[src/rtl/button_conditioner.sv]
// Pushbutton front-end: synchronizes and debounces raw pins, then derives press pulses,
// long-press flags and auto-repeat command pulses, independently per channel.
module button_conditioner #(
   parameter int               N_BTN           = 4,
   parameter int               DEBOUNCE_CYCLES = 1_000_000,
   parameter int               HOLD_CYCLES     = 50_000_000,
   parameter int               REPEAT_CYCLES   = 25_000_000,
   parameter logic [N_BTN-1:0] REPEAT_MASK     = 4'b1100
) (
   input  logic                 clk,
   input  logic                 reset,
   input  logic [N_BTN-1:0]     btn_raw,
   output logic [N_BTN-1:0]     btn_level,
   output logic [N_BTN-1:0]     press_pulse,
   output logic [N_BTN-1:0]     cmd_pulse,
   output logic [N_BTN-1:0]     long_press,
   output logic [2*N_BTN-1:0]   fsm_state
);

   localparam int DB_W   = (DEBOUNCE_CYCLES > 1) ? $clog2(DEBOUNCE_CYCLES) : 1;
   localparam int HOLD_W = (HOLD_CYCLES > 1)     ? $clog2(HOLD_CYCLES)     : 1;
   localparam int REP_W  = (REPEAT_CYCLES > 1)   ? $clog2(REPEAT_CYCLES)   : 1;

   localparam logic [DB_W-1:0]   DB_TERM   = DB_W'(DEBOUNCE_CYCLES - 1);
   localparam logic [HOLD_W-1:0] HOLD_TERM = HOLD_W'(HOLD_CYCLES - 1);
   localparam logic [REP_W-1:0]  REP_TERM  = REP_W'(REPEAT_CYCLES - 1);

   localparam logic [1:0] ST_IDLE   = 2'd0;
   localparam logic [1:0] ST_HOLD   = 2'd1;
   localparam logic [1:0] ST_REPEAT = 2'd2;

   for (genvar i = 0; i < N_BTN; i++) begin : g_ch
      logic [1:0]        sync_q;
      logic [DB_W-1:0]   db_cnt;
      logic              level_q;
      logic [HOLD_W-1:0] hold_cnt;
      logic [REP_W-1:0]  rep_cnt;
      logic [1:0]        state;
      logic              press_q;
      logic              cmd_q;
      logic              long_q;
      logic              s;
      logic              differ;
      logic              accept;
      logic              rise;
      logic              fall;

      assign s      = sync_q[1];
      assign differ = (s != level_q);
      assign accept = differ && (db_cnt == DB_TERM);
      // rise/fall describe the level change being committed on this edge, so the
      // FSM outputs line up with the cycle in which btn_level changes.
      assign rise   = accept && s;
      assign fall   = accept && !s;

      always_ff @(posedge clk or negedge reset) begin
         if (!reset) begin
            sync_q <= 2'b00;
         end else begin
            sync_q <= {sync_q[0], btn_raw[i]};
         end
      end

      always_ff @(posedge clk or negedge reset) begin
         if (!reset) begin
            db_cnt  <= '0;
            level_q <= 1'b0;
         end else if (!differ) begin
            db_cnt <= '0;
         end else if (accept) begin
            level_q <= s;
            db_cnt  <= '0;
         end else begin
            db_cnt <= db_cnt + 1'b1;
         end
      end

      always_ff @(posedge clk or negedge reset) begin
         if (!reset) begin
            state    <= ST_IDLE;
            hold_cnt <= '0;
            rep_cnt  <= '0;
            press_q  <= 1'b0;
            cmd_q    <= 1'b0;
            long_q   <= 1'b0;
         end else begin
            press_q <= 1'b0;
            cmd_q   <= 1'b0;
            // Release wins over any pulse falling due on the same edge.
            if (fall) begin
               state    <= ST_IDLE;
               hold_cnt <= '0;
               rep_cnt  <= '0;
               long_q   <= 1'b0;
            end else begin
               case (state)
                  ST_IDLE: begin
                     if (rise) begin
                        press_q  <= 1'b1;
                        cmd_q    <= 1'b1;
                        hold_cnt <= '0;
                        state    <= ST_HOLD;
                     end
                  end
                  ST_HOLD: begin
                     if (hold_cnt == HOLD_TERM) begin
                        long_q   <= 1'b1;
                        cmd_q    <= REPEAT_MASK[i];
                        hold_cnt <= '0;
                        rep_cnt  <= '0;
                        state    <= ST_REPEAT;
                     end else begin
                        hold_cnt <= hold_cnt + 1'b1;
                     end
                  end
                  ST_REPEAT: begin
                     if (rep_cnt == REP_TERM) begin
                        cmd_q   <= REPEAT_MASK[i];
                        rep_cnt <= '0;
                     end else begin
                        rep_cnt <= rep_cnt + 1'b1;
                     end
                  end
                  default: state <= ST_IDLE;
               endcase
            end
         end
      end

      assign btn_level[i]        = level_q;
      assign press_pulse[i]      = press_q;
      assign cmd_pulse[i]        = cmd_q;
      assign long_press[i]       = long_q;
      assign fsm_state[2*i +: 2] = state;
   end

endmodule

[config.mk]
export PLATFORM = sky130hd
export DESIGN_NAME = button_conditioner
export DESIGN_NICKNAME = d
export VERILOG_FILES = /design/src/rtl/button_conditioner.sv
export SDC_FILE = /design/constraint.sdc
export NUM_CORES = 1
export LEC_CHECK = 0
export CORE_UTILIZATION = 55
export CTS_CLUSTER_SIZE = 20
export DETAILED_ROUTE_END_ITERATION = 8
export HOLD_SLACK_MARGIN = 0.06
export PLACE_DENSITY = 0.84
export SLEW_MARGIN = 20
export SYNTH_ARGS = -nofsm -noshare
export SYNTH_HDL_FRONTEND = slang
export SYNTH_SLANG_ARGS = --single-unit
[constraint.sdc]
create_clock -name clk -period 5.92 [get_ports clk]
set_clock_uncertainty 0.2 [all_clocks]
set_input_delay 1.184 -clock clk [delete_from_list [all_inputs] [get_ports clk]]
set_output_delay 1.184 -clock clk [all_outputs]
set_load 0.03 [all_outputs]
# Word level (Yosys, flattened, before mapping)
# Cells that the tools add are included.
[word_totals] elab_cells=208 ff_bits=264 inputBits=6 out_inout_bits=24
[classes] eq_ne=34 reduce_logical=52 n_addsub=10 mux=80
[ops] operator="26-bit 2-to-1 mux" count=12
[ops] operator="26-bit one-hot mux with 2 select lines" count=4
[ops] operator="20-bit 2-to-1 mux" count=8
[ops] operator="25-bit 2-to-1 mux" count=6
[ops] operator="26-bit by 1-bit adder with 26-bit output (second input constant)" count=4
[ops] operator="26-bit == test (second input constant)" count=4
[ops] operator="25-bit one-hot mux with 2 select lines" count=2
[ops] operator="20-bit by 1-bit adder with 20-bit output (second input constant)" count=4
[ops] operator="20-bit == test (second input constant)" count=4
[ops] operator="25-bit by 1-bit adder with 25-bit output (second input constant)" count=2
[ops] operator="25-bit == test (second input constant)" count=2
[ops] operator="1-bit 2-to-1 mux" count=30
[ops] operator="2-bit AND reduction" count=14
[ops] operator="2-bit 2-to-1 mux" count=12
[ops] operator="3-bit != test (second input constant)" count=8
[ops] operator="2-bit one-hot mux with 3 select lines" count=4
[ops] operator="3-bit nonzero test" count=6
[ops] operator="2-bit nonzero test" count=8
[ops] operator="1-bit logical AND" count=12
[ops] operator="3-bit AND reduction" count=4
[ops] operator="2-bit by 1-bit == test with 1-bit output (second input constant)" count=4
[ops] operator="2-bit == test (second input constant)" count=4
[ops] operator="2-bit zero test" count=4
[ops] operator="2-bit != test (second input constant)" count=4
[ops] operator="3 further kinds" count=10

# Logic depth before layout (Yosys ltp)
[logic_depth] depth_word=6 mapped_depth=9 mapped_depth_nobuf=7

# Worst setup path before layout
# No wires, ideal clock.
[synth_timing] path_kind="reg2reg" startpoint="register g_ch[3].rep_cnt[17]" endpoint="register g_ch[3].rep_cnt[10]" path_stages_with_launch=7 n_path_buf=1 required_time_ns=5.599 period_less_slack_ns=2.685 slack_ns=3.235 setup_ns=0.121 t_arrival_ns=2.364 path_cell_list="dfrtp_1 or4b_2 or4_1 or4_1 nand2_1 buf_2 nor2_1"
[synth_between] elab_chain_len=4
[synth_rtl] element="start, declared" line_no="37" text="logic [REP_W-1:0] rep_cnt;"
[synth_rtl] element="start signal, assigned" line_no="121" text="rep_cnt <= rep_cnt + 1'b1;"
[synth_rtl] element="25-bit == test" line_no="117" text="if (rep_cnt == REP_TERM) begin"
[synth_rtl] element="25-bit 2-to-1 mux" line_no="117"
[synth_rtl] element="25-bit one-hot mux with 2 select lines" line_no="96" text="case (state)"
[synth_rtl] element="25-bit 2-to-1 mux" line_no="90" text="if (fall) begin"
# Every way passes these cells.
# A chain may end at the register's enable or synchronous reset.

# Worst setup path in the final report
[layout_timing] startpoint="register g_ch[1].db_cnt[13]" endpoint="register g_ch[1].hold_cnt[23]"
[layout_between] elab_chain_len=5 word_cells_on_any_way=8 cone_classes="eq/ne (2); mux (1); reduce/logical (5)"
[layout_rtl] element="start, declared" line_no="34" text="logic [DB_W-1:0] db_cnt;"
[layout_rtl] element="start signal, assigned" line_no="74" text="db_cnt <= db_cnt + 1'b1;"
[layout_rtl] element="20-bit == test (*)" line_no="50" text="assign accept = differ && (db_cnt == DB_TERM);"
[layout_rtl] element="1-bit logical AND (*)" line_no="50"
[layout_rtl] element="1-bit logical AND (on tied branches)" line_no="53, 54"
[layout_rtl] element="3-bit != test (no source line) / 3-bit nonzero test (equally long branches)"
[layout_rtl] element="2-bit AND reduction (no source line)"
[layout_rtl] element="end signal, assigned" line_no="113" text="hold_cnt <= hold_cnt + 1'b1;"
[layout_rtl] element="end, declared" line_no="36" text="logic [HOLD_W-1:0] hold_cnt;"
# Mark *: on every way between the ends. The rest lies on a longest branch, timed or not.

==> metrics <==
Synthesis Warnings 0; detailed-route via count roughly 11000; Vias/cell roughly 6; Syn Area/Cell approximately 9.3 sq um; critical path required time between 6 and 7 ns; share of cells above drive strength 1 0.0570; largest net degree at the start of global routing 120; Post-DRT Antenna Nets 0; GRT Residual Overflow 0; Final period util 0.573; CP arrival roughly 3.7 ns; Vert. Die Dim approximately 160 um; placeable core area roughly 24000 sq um; post_cts resized 0; Power Dens Cells about 240 nW/um^2; global-route wire length before repair 48200 um; worst r2r src g_ch[1].db_cnt[13]; RSZ-0062 raised after global routing no; multiplexer area fraction after synthesis 0.00954; CTS tree built; Slew Viols, Final 0; Max-slew headroom 0.396; routed len/inst approximately 15 um; Setup WS post-layout 2.53 ns; CP Launch Point g_ch[1].db_cnt[13]; worst skew pair latency 0.56 ns; Post-route DRC 0; Port Buffers 29; starting density of the core 0.561; clk buf depth 3; All-Layer GR Usage 0.220; met3 WL between 1000 and 1500 um; Tmin final about 3.4 ns; hpwl dp 17800 um; routed length on met2 13000 um; async set-or-reset flop fraction in the synthesized netlist 1.00; uppermost layer routed met4; final hold vios 0; Max-cap violations 0; f_max between 0.2 and 0.3 GHz; initial drt markers between 700 and 800; WL final 27400 um; setup bufs post-CTS 0; die extent in x between 150 and 200 um; initial antenna violation count 0; flops & latches, synth around 260; Adder-Cell Fraction of Synth Area 0.00917; Pre-Repair DR Iteration Count 5; Post-Synth XOR/XNOR Area 0.0989; cell with the most instances after synthesis dfrtp_1; sequential area share after synthesis 0.484; Synth Area in Simple Gates 0.275; gpl congestion around 0.85; synth cell count leaders dfrtp_1, nor2_1, nand3_1, nand2_1, xnor2_1; slew at the pin with the worst max-slew slack between 0.9 and 1 ns; pre-CTS setup slack 2.55 ns; top area cells in the synthesized netlist dfrtp_1, nor2_1, xnor2_1; Synth Area in Compound Gates 0.0923; Crit Path Class flip-flop to flip-flop; diode count 0; vias in the first global route slightly above 10000; Final Net Count between 1000 and 1500; main combinational cell family by area after synthesis simple AND/OR/NAND/NOR gates; M1 WL about 13000 um; number of CTS-inserted buffers 29; Yosys top cell area share 0.484; post-synth cell types between 70 and 80; syn nets ~1500; Critical Path End Type flip-flop; status finished, final reports clean; HP Class flip-flop to flip-flop; final core occ 0.619; Cell Area, Synth about 14000 sq um; row count 57; Post-Syn Instances 1463; LEAKAGE between 6 and 7 nW; Hold Crit Start g_ch[0].sync_q[0]; hold_buf cts 0; Layout area overhead 10.4%; root buffer cell clkbuf_16; Peak supply drop between 200 and 250 uV; ys flop type dfrtp_1; CP Launch Type flip-flop; I/O Pins 30; dominant cell type by area after synthesis dfrtp_1; Final setup viols 0; register clock-pin slew on the reported worst setup and hold paths around 0.06 ns; CP Max Fanout 24; number of enable flip-flop cells after synthesis 0; die area 25400 sq um; Final TNS setup 0 ns; CTS sink count 264; H-tree depth 1
critical path, cell delays in order, from the launching register on:
cell,delay (ns)
dfrtp_1,0.42
or4b_1,0.55
or4_4,0.51
o31ai_4,0.79
nand4_1,0.28
or3b_1,0.42
a21oi_1,0.14
worst paths after layout:
kind | endpoint | slack (ns) | cells after the start
max in group asynchronous | g_ch[2].sync_q[1] | 3.66 | 2
setup / recovery | g_ch[1].hold_cnt[23] | 2.53 | 6
min in group asynchronous | g_ch[0].hold_cnt[3] | 0.47 | 1
hold reg to reg | g_ch[0].sync_q[1] | 0.15 | 0
setup reg to reg | g_ch[1].hold_cnt[23] | 2.53 | 6
hold / removal | g_ch[0].sync_q[1] | 0.15 | 0
final cells by class:
type | count | area [sq um]
inverter | 36 | 135
clock buffer | 39 | 803
sequential | 264 | 6610
fill | 2025 | 9260
multi-input combinational | 1104 | 6610
tap | 324 | 405
timing repair buffer | 36 | 360
clock inverter | 13 | 139
layer usage:
metal,GRT usage,up-vias
met5,0,-
met4,0.0599,0
met3,0.0297,43
met2,0.358,238
met1,0.312,5199
li1,-,5215
state kept, by name (all words and copies together) (netlist names):
name and cells:
g_ch.cmd_q 4, g_ch.level_q 4, g_ch.hold_cnt 104, g_ch.long_q 4, g_ch.state 8, g_ch.sync_q 8
g_ch.press_q 2, g_ch.db_cnt 80, g_ch.rep_cnt 50
power by group:
group / switching (mW) / internal, mW
registers: 0.00876 / 1.81
clock network: 0.729 / 1.04
logic: 0.0500 / 0.0136
kinds of logic (layout without fill, tap and decap cells):
group	after synthesis	after routing
and+or+nand+nor	725	725
muxes	12	12
DFF	264	264
xor gates and xnor gates	154	154
AOI/OAI and AO/OA	203	203
buffers and inverters	95	124
adders and majority gates	10	10
stage by stage:
| stage | cell area, sq um | instances | hold WS, ns | power, mW |
|---|---|---|---|---|
| 5_1_grt | 15100 | 1816 | 0.153 | 3.77 |
| 6_report | 15100 | 1816 | 0.147 | 3.66 |
| 3_5_place_dp | 14100 | 1764 | 0.136 | 1.92 |
| 2_1_floorplan | 13600 | 1463 | 0.131 | 1.87 |
| 4_1_cts | 15100 | 1816 | 0.149 | 3.70 |
| 3_3_place_gp | 14100 | 1764 | 0.134 | 1.92 |
cell usage in the layout, fill, tap and decap left out, drive strengths merged, types with 10 or more instances in the layout:
master           n
dfrtp          264
nor2           221
nand3          111
nand2          101
xnor2           82
xor2            72
a21oi           68
nand4           58
o21ai           55
and3            44
clkbuf          39
inv             37
nor3            36
or3             32
clkdlybuf4s50   28
nor4            20
nand2b          18
a31oi           18
a211oi          16
and4            12
and2            12
ha              10
or4             10
Note: power is estimated with default switching activity, not from simulation.
